`src/rtl/squeeze_ctrl_pkg.sv`:
```
// Shared types and width helpers for the squeeze/expand sequencer and the layer-chaining top.
// Widths follow max(1, clog2(n)) so single-entry counters still get one bit.
package squeeze_ctrl_pkg;

   typedef enum logic [2:0] {
      ST_IDLE  = 3'd0,
      ST_RUN   = 3'd1,
      ST_DRAIN = 3'd2,
      ST_EMIT  = 3'd3,
      ST_DONE  = 3'd4
   } state_e;

   function automatic int clog2_min1(input int n);
      return (n <= 2) ? 1 : $clog2(n);
   endfunction

   function automatic int calc_aw(input int chin);
      return clog2_min1(chin);
   endfunction

   function automatic int calc_pw(input int w_in);
      return clog2_min1(w_in * w_in);
   endfunction

   function automatic int calc_gw(input int chout, input int dsp_no);
      return clog2_min1(chout / dsp_no);
   endfunction

endpackage

```
`src/rtl/en_delay.sv`:
```
// Fixed-depth delay line turning ifm accepts into MAC enables DEPTH cycles later.
// Async clear drops every in-flight pulse; there is no stall input.
module en_delay #(
   parameter int DEPTH = 2
) (
   input  logic clk,
   input  logic rst_n,
   input  logic din,
   output logic dout
);

   logic [DEPTH-1:0] sr_q;
   logic [DEPTH-1:0] sr_d;

   always_comb begin
      sr_d = (sr_q << 1) | DEPTH'(din);
   end

   always_ff @(posedge clk or negedge rst_n) begin
      if (!rst_n) begin
         sr_q <= '0;
      end else begin
         sr_q <= sr_d;
      end
   end

   assign dout = sr_q[DEPTH-1];

endmodule

```
`src/rtl/squeeze_ctrl.sv`:
```
// Sequencer for the 1x1 conv MAC array: walks channels, pixels and output groups, strobes results.
// Pixel period at full rate is CHIN+PIPE+1 cycles; ifm stalls only delay the channel walk.
module squeeze_ctrl
   import squeeze_ctrl_pkg::*;
#(
   parameter int CHIN   = 128,
   parameter int CHOUT  = 16,
   parameter int DSP_NO = 16,
   parameter int W_IN   = 16,
   parameter int PIPE   = 2,
   localparam int AW    = calc_aw(CHIN),
   localparam int PW    = calc_pw(W_IN),
   localparam int GW    = calc_gw(CHOUT, DSP_NO)
) (
   input  logic          clk,
   input  logic          rst,
   input  logic          start,
   input  logic          ifm_valid,
   output logic          ifm_ready,
   output logic [AW-1:0] weight_addr,
   output logic [GW-1:0] grp_idx,
   output logic          mac_en,
   output logic          mac_clr,
   output logic          ofm_valid,
   output logic [PW-1:0] pix_idx,
   output logic          busy,
   output logic          layer_end
);

   localparam int NPIX = W_IN * W_IN;
   localparam int NGRP = CHOUT / DSP_NO;
   localparam int DW   = clog2_min1(PIPE);

   state_e        state_q, state_d;
   logic [AW-1:0] ch_q, ch_d;
   logic [PW-1:0] pix_q, pix_d;
   logic [GW-1:0] grp_q, grp_d;
   logic [DW-1:0] dcnt_q, dcnt_d;
   logic          first_q, first_d;
   logic          accept;

   always_comb begin
      state_d = state_q;
      ch_d    = ch_q;
      pix_d   = pix_q;
      grp_d   = grp_q;
      dcnt_d  = dcnt_q;
      first_d = 1'b0;
      accept  = 1'b0;
      unique case (state_q)
         ST_IDLE, ST_DONE: begin
            if (start) begin
               state_d = ST_RUN;
               ch_d    = '0;
               pix_d   = '0;
               grp_d   = '0;
               first_d = 1'b1;
            end
         end
         ST_RUN: begin
            accept = ifm_valid;
            if (ifm_valid) begin
               if (ch_q == AW'(CHIN - 1)) begin
                  ch_d    = '0;
                  dcnt_d  = '0;
                  state_d = ST_DRAIN;
               end else begin
                  ch_d = ch_q + 1'b1;
               end
            end
         end
         ST_DRAIN: begin
            if (dcnt_q == DW'(PIPE - 1)) begin
               state_d = ST_EMIT;
            end else begin
               dcnt_d = dcnt_q + 1'b1;
            end
         end
         ST_EMIT: begin
            // The last pixel of the last group leaves pix/grp untouched so DONE shows them.
            if (pix_q == PW'(NPIX - 1)) begin
               if (grp_q == GW'(NGRP - 1)) begin
                  state_d = ST_DONE;
               end else begin
                  pix_d   = '0;
                  grp_d   = grp_q + 1'b1;
                  state_d = ST_RUN;
               end
            end else begin
               pix_d   = pix_q + 1'b1;
               state_d = ST_RUN;
            end
         end
         default: begin
            state_d = ST_IDLE;
         end
      endcase
   end

   always_ff @(posedge clk or negedge rst) begin
      if (!rst) begin
         state_q <= ST_IDLE;
         ch_q    <= '0;
         pix_q   <= '0;
         grp_q   <= '0;
         dcnt_q  <= '0;
         first_q <= 1'b0;
      end else begin
         state_q <= state_d;
         ch_q    <= ch_d;
         pix_q   <= pix_d;
         grp_q   <= grp_d;
         dcnt_q  <= dcnt_d;
         first_q <= first_d;
      end
   end

   en_delay #(.DEPTH(PIPE)) u_en_delay (
      .clk   (clk),
      .rst_n (rst),
      .din   (accept),
      .dout  (mac_en)
   );

   assign ifm_ready   = (state_q == ST_RUN);
   assign ofm_valid   = (state_q == ST_EMIT);
   assign mac_clr     = first_q | (state_q == ST_EMIT);
   assign busy        = (state_q == ST_RUN) || (state_q == ST_DRAIN) || (state_q == ST_EMIT);
   assign layer_end   = (state_q == ST_DONE);
   assign weight_addr = ch_q;
   assign pix_idx     = pix_q;
   assign grp_idx     = grp_q;

endmodule

```
`config.mk`:
```
export PLATFORM = sky130hd
export DESIGN_NAME = squeeze_ctrl
export DESIGN_NICKNAME = d
export VERILOG_FILES = /design/src/rtl/squeeze_ctrl_pkg.sv /design/src/rtl/en_delay.sv /design/src/rtl/squeeze_ctrl.sv
export SDC_FILE = /design/constraint.sdc
export NUM_CORES = 1
export LEC_CHECK = 0
export CAP_MARGIN = 10
export CORE_ASPECT_RATIO = 1.2
export CORE_MARGIN = 2
export CORE_UTILIZATION = 49
export CTS_BUF_LIST = sky130_fd_sc_hd__clkbuf_8 sky130_fd_sc_hd__clkbuf_16
export DETAILED_ROUTE_END_ITERATION = 8
export PLACE_DENSITY_LB_ADDON = 0.25
export SLEW_MARGIN = 20
export SYNTH_ARGS = -nofsm -noshare
export SYNTH_HDL_FRONTEND = slang
export SYNTH_HIERARCHICAL = 1
export SYNTH_SLANG_ARGS = --single-unit
```
`constraint.sdc`:
```
create_clock -name clk -period 2.4 [get_ports clk]
set_input_delay 0.36 -clock clk [delete_from_list [all_inputs] [get_ports clk]]
set_output_delay 0.36 -clock clk [all_outputs]
set_load 0.1 [all_outputs]
```
* Word-level counts from Yosys, hierarchy flattened *
Cells that the tools add are included.

word-level totals
  flip-flop bits (word level) = 23
  word-level logic and storage cells = 63

cells by class
  $add $sub $neg = 4
  equal/unequal tests = 12
  muxes and demuxes = 26
  bitwise operators = 2
  reductions and logical operators = 12

operators with widths
  cell                   number
  $mux W8                3
  $mux W7                3
  $mux W3                6
  $pmux W8 S2            1
  $pmux W7 S2            1
  $pmux W3 S4            1
  $reduce_and A3 Y1      4
  $mux W1                9
  $add A8 B1 Y8 const B  1
  $eq A8 B8 Y1 const B   1
  $add A7 B1 Y7 const B  1
  $eq A7 B7 Y1 const B   1
  $eq A3 B2 Y1 const B   2
  $ne A2 B2 Y1 const B   3
  $reduce_bool A2 Y1     3
  $ne A2 B1 Y1 const B   2
  $pmux W1 S2            2
  $reduce_and A4 Y1      1
  $eq A3 B1 Y1 const B   1
  $eq A3 B3 Y1 const B   1
  $logic_not A3 Y1       1
  $ne A3 B3 Y1 const B   1
  $add A1 B1 Y1 const B  2
  $logic_or A1 B1 Y1     2
  other kinds (3)        3

* Depth between registers and ports, before layout *
  depth in word-level cells = 4
  mapped depth = 7
  depth with buffers taken out = 6

* Cells and area by module *
The synthesis kept the hierarchy.

by module, submodules not included
  module        instances  cells each  area an instance (um^2)
  squeeze_ctrl  1          118         1117.3
  en_delay      1          2           50.0

* Worst setup path after synthesis *
OpenSTA, ideal clock, no wires.

  path kind = register -> register
  start point = register ch_q[0] (netlist: weight_addr[0])
  end point = register state_q[1]
  library setup time = 0.078 ns
  data arrival time = 2.209 ns
  setup slack = 0.114 ns
  stages on the path, launching flop included = 6
  buffers on the path = 0
  clock period less this slack = 2.286 ns
  cells stage by stage = dfrtp_1 ha_1 and4_1 nand3_1 or4_1 a21oi_1

on the way
  cells in the longest elaborated chain, start to end = 3

ends and longest elaborated chain
  what                         RTL line             RTL
  start, declared              squeeze_ctrl.sv:35   logic [AW-1:0] ch_q, ch_d;
  start signal, assigned       squeeze_ctrl.sv:110  ch_q <= ch_d;
  $eq A7 B7 Y1                 squeeze_ctrl.sv:63   if (ch_q == AW'(CHIN - 1)) begin
  $ne A2 B1 Y1 (no line)       -
  $reduce_and A4 Y1 (no line)  -
  end signal, assigned         squeeze_ctrl.sv:109  state_q <= state_d;
  end, declared                squeeze_ctrl.sv:34   state_e state_q, state_d;

Every way passes these cells.
A chain may end at the register's enable or synchronous reset.

* Worst setup path in the final report *
  start point = register state_q[1]
  end point = output ifm_ready

on the way
  cells in the longest elaborated chain, start to end = 1

ends and longest elaborated chain
  what           RTL line             RTL
  $eq A3 B1 Y1   squeeze_ctrl.sv:125  assign ifm_ready = (state_q == ST_RUN);
  end, declared  squeeze_ctrl.sv:19   output logic ifm_ready,

Every way passes these cells.

==> flow_summary.toml <==
[logic_synthesis]
synth_compound_area_frac = 0.1897
synth-xor-area-share = 0.02251
synth_nets = 126
synth_ff_type = "dfrtp_1"
async_reset_ff_frac = 1.000
synth_top_family_by_area = "simple AND/OR/NAND/NOR gates"
synth_cell_types = 43
synth_edf_count = 0
netlist_area_um2 = 1167
synth-simple-area-share = 0.2454
synth-seq-cells = 22
synth-adder-area-share = 0.02144
ys_warn_count = 6
seq_area_frac_synth = 0.4716
postSynthAreaPerCell_um2 = 9.728
synthMuxAreaShare = 0.009646
synth_cells = 120

[floorplan]
die_x_um = 48.56
core_area_um2 = 2282
die-area_um2 = 2790
die-height_um = 57.47
rows = 19
ios = 26
start_util = 0.5115

[cts]
clkTransAtPathRegs_ps = 70
htreeDepth = 1
clkSinkCount = 22
clk_latency_ps = 250
ctsHoldBuffers = 0
postCtsSetupBuffers = 0
post_cts_resized = 0
cts_made_buffers = 3
clockBufferDepth = 2
cts_root_buffer = "clkbuf_8"
cts_tree = "yes"

[final_layout]
final_common_cell = "dfrtp_1"
layout_common_cells = "dfrtp_1 (22), buf_4 (21), nand2_1 (12)"
fill_cells = 199
drive_above_1_share = 0.2483
nets = 152
finalNonFillerCells = 176
antenna_cells = 0
finalInstanceArea_um2 = 1449
area_growth_pct = 24.12

[timing]
skew_ps = 1.457
finalHoldViolations = 0
fin_tns_setup_ps = 0
drv_slew = 0
setup_violations = 0
worst_slack_ps = 540.6
min_period_over_period = 0.7748
fmax_mhz = 537.8
grt_setup_unrepaired = "no"
min_period_ps = 1859

[power]
powerDensity_nw_per_um2 = 1086
leakagePower_uw = 0.0006753
peakVddDrop_mv = 1.059

[worst_hold_path]
whs_path_depth = 0
hold_class = "reg2reg"

[critical_path]
slowest_delay_ps = 500
cp_data_required_time_ps = 2040
crit_path_start_kind = "flip-flop"
cp_cell_sequence = "or3b_4 -> inv_1 -> buf_12"
r2r_cells = 5
crit_slowest_cell = "dfrtp_1"
path_class = "reg2out"
cp.arrival_ps = 1500
crit_fanout = 10
endpoint_kind = "output port"

[global_route]
antenna_found_initial = 0
globalRouteTotalUtil = 0.1863
grt_pass1_vias = 942
grt_pass1_wl_um = 4008
gr-total-overflow = 0
grt_max_degree = 23

[place]
place.gp.congestion = 0.7809
port-buffer-count = 24
detailed_place_hpwl_um = 1763
preCtsSetupSlack_ps = 557.4
placed_area_um2 = 1394
place_inst = 172

[detailed_routing]
num_vias = 982
drt-initial-drc-count = 23
ant_nets = 0
avgViaCountPerCell = 5.580
dr.pass1.iters = 4
routedWlPerCell_um = 13.52
drt-total-wl_um = 2379
drcViolationCount = 0

[run]
cap_violations = 0

[run_status]
status = "finished, final reports clean"
-- flip-flops by register name (all words and copies together) (netlist names) --
register         count
state_q              3
weight_addr          7
dcnt_q               1
u_en_delay/sr_q      2
pix_idx              8
first_q              1
-- report_power, final --
part	switching (uW)	leakage (uW)	internal [uW]
Clock	110	0.0000288	146
Sequential	93.3	0.000274	437
Combinational	623	0.000373	164
-- path summary, 6_finish.rpt --
check                                                  start                      endpoint  slack (ps)
worst max-delay path                  state_q[1]$_DFFE_PN0P_                     ifm_ready         540
worst min-delay path            u_en_delay/sr_q[0]$_DFF_PN0_  u_en_delay/sr_q[1]$_DFF_PN0_         360
worst max register to register        pix_idx[0]$_DFFE_PN0P_        pix_idx[0]$_DFFE_PN0P_         580
worst min register to register  u_en_delay/sr_q[0]$_DFF_PN0_  u_en_delay/sr_q[1]$_DFF_PN0_         360
max in group asynchronous                                rst        pix_idx[2]$_DFFE_PN0P_        1730
min in group asynchronous                                rst        pix_idx[5]$_DFFE_PN0P_         440
-- Yosys cell counts, types with 2 or more instances --
cell type	count	share of area
a31oi_1	3	0.016
and2_1	2	0.011
o2bb2ai_1	2	0.015
clkbuf_1	2	0.0064
nor3_1	3	0.013
nor2_1	10	0.032
nand4_1	4	0.021
a21oi_1	3	0.013
ha_1	2	0.021
nand2_1	12	0.039
inv_1	6	0.019
a31o_2	2	0.015
dfrtp_1	22	0.47
xor2_1	3	0.023
o22ai_1	2	0.011
o21ai_0	10	0.043
nand3_1	6	0.026
-- critical path: cells and delay by family (launching register included) --
| kind | cells | cell delay (ps) |
|---|---|---|
| simple gates | 1 | 450 |
| flops | 1 | 500 |
| buf+inv | 2 | 290 |
-- layer usage --
layer  GRT usage  vias up  wire length, um
met3     0.03141        2              103
met5           0        -                0
met1      0.2270      470             1024
li1            -      485                -
met2      0.3234       25             1232
met4     0.08980        0               17
-- logic make-up after synthesis --
logic type	Yosys count
simple gates	49
mux	1
xor+xnor	3
other cells	1
flops	22
compound gates	32
buf+inv	10
fa+ha+maj	2
-- stage by stage --
stage / hold slack [ps] / power, uW / utilization
2_1_floorplan: 64.41 / 1148 / -
3_3_place_gp: 332.5 / 1315 / 0.6107
3_5_place_dp: 347.1 / 1324 / 0.6107
4_1_cts: 363.4 / 1582 / 0.6349
5_1_grt: 376.3 / 1646 / 0.6349
6_report: 362.9 / 1573 / 0.6349
-- final cells by class --
class	instances	area, um2	area share
Timing Repair Buffer	25	207.7	0.1434
Clock buffer	4	55.05	0.03800
Sequential cell	22	550.5	0.3800
Tap cell	31	38.79	0.02677
Multi-Input combinational cell	88	574.3	0.3964
Inverter	6	22.52	0.01554
No activity file was read; power rests on OpenSTA's default activity.
